$ cat src/rtl/yutorina_bus_pkg.sv
// Shared constants and types for the on-chip bus arbiter slice.
package yutorina_bus_pkg;

    localparam int unsigned N_MASTERS_DEF = 4;
    localparam int unsigned MAX_HOLD_DEF  = 16;
    localparam int unsigned OWNER_W       = $clog2(N_MASTERS_DEF);

    typedef logic [OWNER_W-1:0]       owner_t;
    typedef logic [N_MASTERS_DEF-1:0] grant_t;

    localparam owner_t MASTER_IF     = OWNER_W'(0);
    localparam owner_t MASTER_MEM    = OWNER_W'(1);
    localparam owner_t MASTER_LOADER = OWNER_W'(2);
    localparam owner_t MASTER_DMA    = OWNER_W'(3);

endpackage

$ cat src/rtl/yutorina_bus_arbiter_if.sv
// Request/grant bundle between bus masters and the arbiter.
interface yutorina_bus_arbiter_if
    import yutorina_bus_pkg::*;
#(
    parameter int unsigned N_MASTERS = N_MASTERS_DEF
);
    localparam int unsigned OW = $clog2(N_MASTERS);

    logic [N_MASTERS-1:0] req;
    logic                 xfer_done;
    logic [N_MASTERS-1:0] grnt;
    logic [OW-1:0]        owner;
    logic                 grant_chg;

    modport master (
        output req, xfer_done,
        input  grnt, owner, grant_chg
    );

    modport slave (
        input  req, xfer_done,
        output grnt, owner, grant_chg
    );
endinterface

$ cat src/rtl/yutorina_rr_pick.sv
// Round-robin winner search: rotate so start_i is bit 0, find first set, unrotate.
module yutorina_rr_pick #(
    parameter int unsigned N = 4
) (
    input  logic [N-1:0]         req_i,
    input  logic [$clog2(N)-1:0] start_i,
    input  logic                 excl_i,
    output logic [$clog2(N)-1:0] win_idx_c_o,
    output logic                 found_c_o
);
    localparam int unsigned IW = $clog2(N);

    logic [N-1:0]  masked;
    logic [N-1:0]  rot;
    logic [IW-1:0] off;

    always_comb begin
        masked = req_i;
        // The bit just below the start position is the current owner.
        if (excl_i) masked[IW'(start_i - IW'(1))] = 1'b0;
        rot       = N'({masked, masked} >> start_i);
        found_c_o = 1'b0;
        off       = '0;
        for (int i = N - 1; i >= 0; i--) begin
            if (rot[i]) begin
                found_c_o = 1'b1;
                off       = IW'(i);
            end
        end
        win_idx_c_o = IW'(start_i + off);
    end
endmodule

$ cat src/rtl/yutorina_bus_arbiter.sv
// Round-robin bus arbiter with bounded hold time; hands over only on transfer boundaries.
module yutorina_bus_arbiter
    import yutorina_bus_pkg::*;
#(
    parameter int unsigned N_MASTERS = N_MASTERS_DEF,
    parameter int unsigned MAX_HOLD  = MAX_HOLD_DEF
) (
    input  logic                   clk,
    input  logic                   rst,
    yutorina_bus_arbiter_if.slave  bus
);
    localparam int unsigned OW = $clog2(N_MASTERS);
    localparam int unsigned HW = $clog2(MAX_HOLD);
    localparam logic [HW-1:0]        HOLD_SAT  = HW'(MAX_HOLD - 1);
    localparam logic [N_MASTERS-1:0] GRNT_RST  = N_MASTERS'(1) << MASTER_IF;

    logic [OW-1:0]        owner_q, owner_d;
    logic [N_MASTERS-1:0] grnt_q, grnt_d;
    logic [HW-1:0]        hold_q, hold_d;
    logic                 chg_q, chg_d;

    logic [OW-1:0] start_c;
    logic [OW-1:0] win_c;
    logic          found_c;
    logic          owner_req_c;
    logic          others_c;
    logic          release_c;
    logic          force_c;

    assign start_c = OW'(owner_q + OW'(1));

    yutorina_rr_pick #(.N(N_MASTERS)) u_pick (
        .req_i       (bus.req),
        .start_i     (start_c),
        .excl_i      (1'b1),
        .win_idx_c_o (win_c),
        .found_c_o   (found_c)
    );

    assign owner_req_c = bus.req[owner_q];
    assign others_c    = |(bus.req & ~grnt_q);
    assign release_c   = !owner_req_c && others_c;
    assign force_c     = owner_req_c && (hold_q == HOLD_SAT) && bus.xfer_done && others_c;

    // Next owner, hold counter and change pulse.
    always_comb begin
        owner_d = owner_q;
        grnt_d  = grnt_q;
        hold_d  = hold_q;
        chg_d   = 1'b0;
        if ((release_c || force_c) && found_c) begin
            owner_d = win_c;
            grnt_d  = N_MASTERS'(1) << win_c;
            hold_d  = '0;
            chg_d   = 1'b1;
        end else if (!owner_req_c) begin
            hold_d = '0;
        end else if (hold_q != HOLD_SAT) begin
            hold_d = HW'(hold_q + HW'(1));
        end
    end

    always_ff @(posedge clk) begin
        if (rst) begin
            owner_q <= OW'(MASTER_IF);
            grnt_q  <= GRNT_RST;
            hold_q  <= '0;
            chg_q   <= 1'b0;
        end else begin
            owner_q <= owner_d;
            grnt_q  <= grnt_d;
            hold_q  <= hold_d;
            chg_q   <= chg_d;
        end
    end

    assign bus.grnt      = grnt_q;
    assign bus.owner     = owner_q;
    assign bus.grant_chg = chg_q;
endmodule

$ cat src/flat_wrapper.sv
// flat-port wrapper written by rule: the top's interface ports become plain ports
module yutorina_bus_arbiter_flat import yutorina_bus_pkg::*;
#(
    parameter int unsigned N_MASTERS = N_MASTERS_DEF,
    parameter int unsigned MAX_HOLD  = MAX_HOLD_DEF
)
  (clk, rst, bus_req, bus_xfer_done, bus_grnt, bus_owner, bus_grant_chg);
  yutorina_bus_arbiter_if #(.N_MASTERS(N_MASTERS)) bus_i ();
  input  logic clk;
  input  logic rst;
  input wire logic [$bits(bus_i.req)-1:0] bus_req;
  input wire logic [$bits(bus_i.xfer_done)-1:0] bus_xfer_done;
  output wire logic [$bits(bus_i.grnt)-1:0] bus_grnt;
  output wire logic [$bits(bus_i.owner)-1:0] bus_owner;
  output wire logic [$bits(bus_i.grant_chg)-1:0] bus_grant_chg;
  assign bus_i.req = bus_req;
  assign bus_i.xfer_done = bus_xfer_done;
  assign bus_grnt = bus_i.grnt;
  assign bus_owner = bus_i.owner;
  assign bus_grant_chg = bus_i.grant_chg;
  yutorina_bus_arbiter #(.N_MASTERS(N_MASTERS), .MAX_HOLD(MAX_HOLD)) u_core (.clk(clk), .rst(rst), .bus(bus_i));
endmodule
$ cat config.mk
export PLATFORM = sky130hd
export DESIGN_NAME = yutorina_bus_arbiter_flat
export DESIGN_NICKNAME = d
export VERILOG_FILES = /design/src/rtl/yutorina_bus_pkg.sv /design/src/rtl/yutorina_bus_arbiter_if.sv /design/src/rtl/yutorina_rr_pick.sv /design/src/rtl/yutorina_bus_arbiter.sv /design/src/flat_wrapper.sv
export SDC_FILE = /design/constraint.sdc
export NUM_CORES = 1
export LEC_CHECK = 0
export ABC_CLOCK_PERIOD_IN_PS = 4600
export CORE_MARGIN = 4
export CORE_UTILIZATION = 50
export CTS_CLUSTER_DIAMETER = 150
export DETAILED_ROUTE_END_ITERATION = 10
export GPL_TIMING_DRIVEN = 0
export PLACE_DENSITY = 0.77
export SYNTH_ARGS = -nofsm -noshare
export SYNTH_HDL_FRONTEND = slang
export SYNTH_SLANG_ARGS = --single-unit
$ cat constraint.sdc
create_clock -name clk -period 4.6 [get_ports clk]
set_input_delay 0.46 -clock clk [delete_from_list [all_inputs] [get_ports clk]]
set_output_delay 0.46 -clock clk [all_outputs]
set_load 0.05 [all_outputs]
==> out/metrics.yaml <==
status: "finished, final reports clean"
cts_buffer_depth: 2
ys_top_cells_by_area: "dfxtp_1 28%, ha_1 9.5%, mux2i_1 8.8%"
worst_setup_path_start_kind: "flip-flop"
design.die.area_um2: 2290
tritoncts: "built"
row_count: 14
power_density_nw_per_um2: 631
hpwl_mm: 1.28
syn_nets: 99
cts.sinks: 11
min_period_ps: 2660
dr_wl_met2_um: 820
vdd_drop_max_v: 0.000338
yosysSeqAreaShare_pct: 27.8
slew_viol_final: 0
ctsHtreeMaxLevel: 1
top_layer_used: "met4"
ys.warnings.count: 0
drv_cap: 0
io_pins: 14
drc: 0
tns_ps: 0
drt-initial-drc-count: 18
swShare_pct: 48.6
ys_types: 33
vias_per_cell: 5.88
slowest_stage: "dfxtp_1"
crit_required_ps: 4760
power_frac_seq_pct: 23.3
ys_async_sr_fraction_pct: 0
post_cts_buffers: 0
crit_arrival_ps: 2820
p_total_uw: 606
postCtsHoldBufs: 0
synth_edf_count: 0
netlist_instances: 86
finalCritPeriodShare_pct: 57.7
end_kind: "flip-flop"
routed-wl-met3_um: 72
drt-total-wl_mm: 1.63
fp.coreArea_um2: 1510
leakagePower_uw: 0.000431
critPathKind: "flip-flop to flip-flop"
synth_top_area_cell: "dfxtp_1"
fp.dieH_um: 47.8
cts_resized: 0
gp_congestion: 0.802
cp_top_family: "compound AO/OA/AOI/OAI gates"
drive_gt1_share_pct: 14.7
grt_pass1_vias: 645
critPathBufInv: 3
p_int_uw: 311
fmax_ghz: 0.377
die_w_um: 47.8
finalHoldViolCount: 0
power_frac_comb_pct: 65.5
switchingPower_uw: 294
cpPeakStageDelay_ps: 440
synth-seq-cells: 11
num_vias: 694
area_delta_synth_final_pct: 21.0
syn_avg_cell_area_um2: 9.22
final_cells: 118
mappedNetlistArea_um2: 793
grt_usage_pct: 16.2
numCtsBuffers: 3
hp-class: "flip-flop to flip-flop"
ant_nets: 0
finalSetupViolations: 0
cts_root_buffer: "clkbuf_4"
cts.reportedPaths.clkPinSlew_ps: 80
crit_path_max_fanout: 10
dr.pass1.iters: 4
clk_latency_ps: 280
dp.cells: 114
start_util_pct: 52.7
critical_path.cell_chain: "buf_6, inv_2, ha_1, buf_2, mux2i_1, mux2i_1, a211oi_1, ha_1, xor2_2, a221o_1"
nets: 116
antenna_found_initial: 0
grt_max_degree: 11
met1_length_um: 732
ys.flop_type: "dfxtp_1"
routedWlPerCell_um: 13.8
diodes: 0
fin_skew_ps: 9.62
clkPwrFrac_pct: 11.3
worst_pin_slew_ps: 498
grt_pass1_wl_mm: 2.67
relSlewSlack_pct: 66.7
port-buffer-count: 12
overflow: 0
final_cell_mix: "12 x nor2_1, 12 x clkdlybuf4s50_1, 11 x dfxtp_1, 8 x inv_1, 7 x mux2i_1"
rsz0062_at_grt: "no"
netlist.area_leader.share_pct: 27.8
[routing by layer]
metal,GRT usage (%),vias up
met3,3.76,2
met4,3.23,0
met2,28.2,15
li1,-,345
met1,20.3,332
met5,0,-
[cell type report]
class	instances	area, um2
plain buffers	4	31.3
inverters	9	33.8
clock buffers	4	26.3
flip-flops and latches	11	220
multi-input cells	62	508
fillers	121	547
well taps	16	20.0
repair buffers	12	120
[path summary, 6_finish.rpt]
path / from / endpoint / slack (ps) / cells after the start
worst max register to register: u_core.bus.owner[0] / u_core.bus.grnt[0] / 1940 / 10
worst min register to register: u_core.bus.grnt[2] / u_core.bus.grnt[2] / 500 / 2
worst min-delay path: u_core.bus.grnt[2] / u_core.bus.grnt[2] / 500 / 2
worst max-delay path: u_core.bus.owner[0] / u_core.bus.grnt[0] / 1940 / 10
[flip-flops by register name, summed over array words and instances, names as in the netlist]
| name | count |
|---|---|
| u_core.bus.grnt | 4 |
| u_core.hold_q | 4 |
| u_core.bus.owner | 2 |
| u_core.bus.grant_chg | 1 |
[cell usage after synthesis (2+ instances only)]
cell / n
a211oi_1: 2
a221o_1: 2
buf_6: 2
dfxtp_1: 11
ha_1: 6
inv_1: 8
mux2i_1: 7
mux4_2: 2
nand2_1: 2
nand2b_1: 3
nand3_1: 5
nor2_1: 12
nor3_1: 2
o22ai_1: 2
o41ai_2: 2
[cells by family after synthesis]
family                     after synthesis  share of synthesized area, %
AOI/OAI and AO/OA                       19                          21.8
xor gates and xnor gates                 2                          3.16
adders and majority gates                6                          9.46
buffers and inverters                   13                          8.20
DFF                                     11                          27.8
muxes                                    9                          14.5
and+or+nand+nor                         26                          15.1
[metrics by stage]
step	setup WS [ps]	area [um2]	utilization [%]	hold WS [ps]
floorplan	1840	793	-	483
global placement	2030	933	62.0	489
detailed placement	1940	933	62.0	496
CTS	1940	960	63.7	509
global route	1780	960	63.7	522
finish	1940	960	63.7	505
[power groups by stage]
stage               combinational (uW)  sequential [uW]  clock (uW)
floorplan                          243              206           0
global placement                   389              143           0
detailed placement                 395              143           0
CTS                                398              141        71.1
global route                       429              144        76.7
finish                             397              141        68.2
[worst min-delay path: cells and delay by family (launching register included)]
family	cells	cell delay [ps]
AO/OA/AOI/OAI	1	60
flip-flops	1	330
AND/OR/NAND/NOR	1	80
Power figures use the tool's default switching activity.
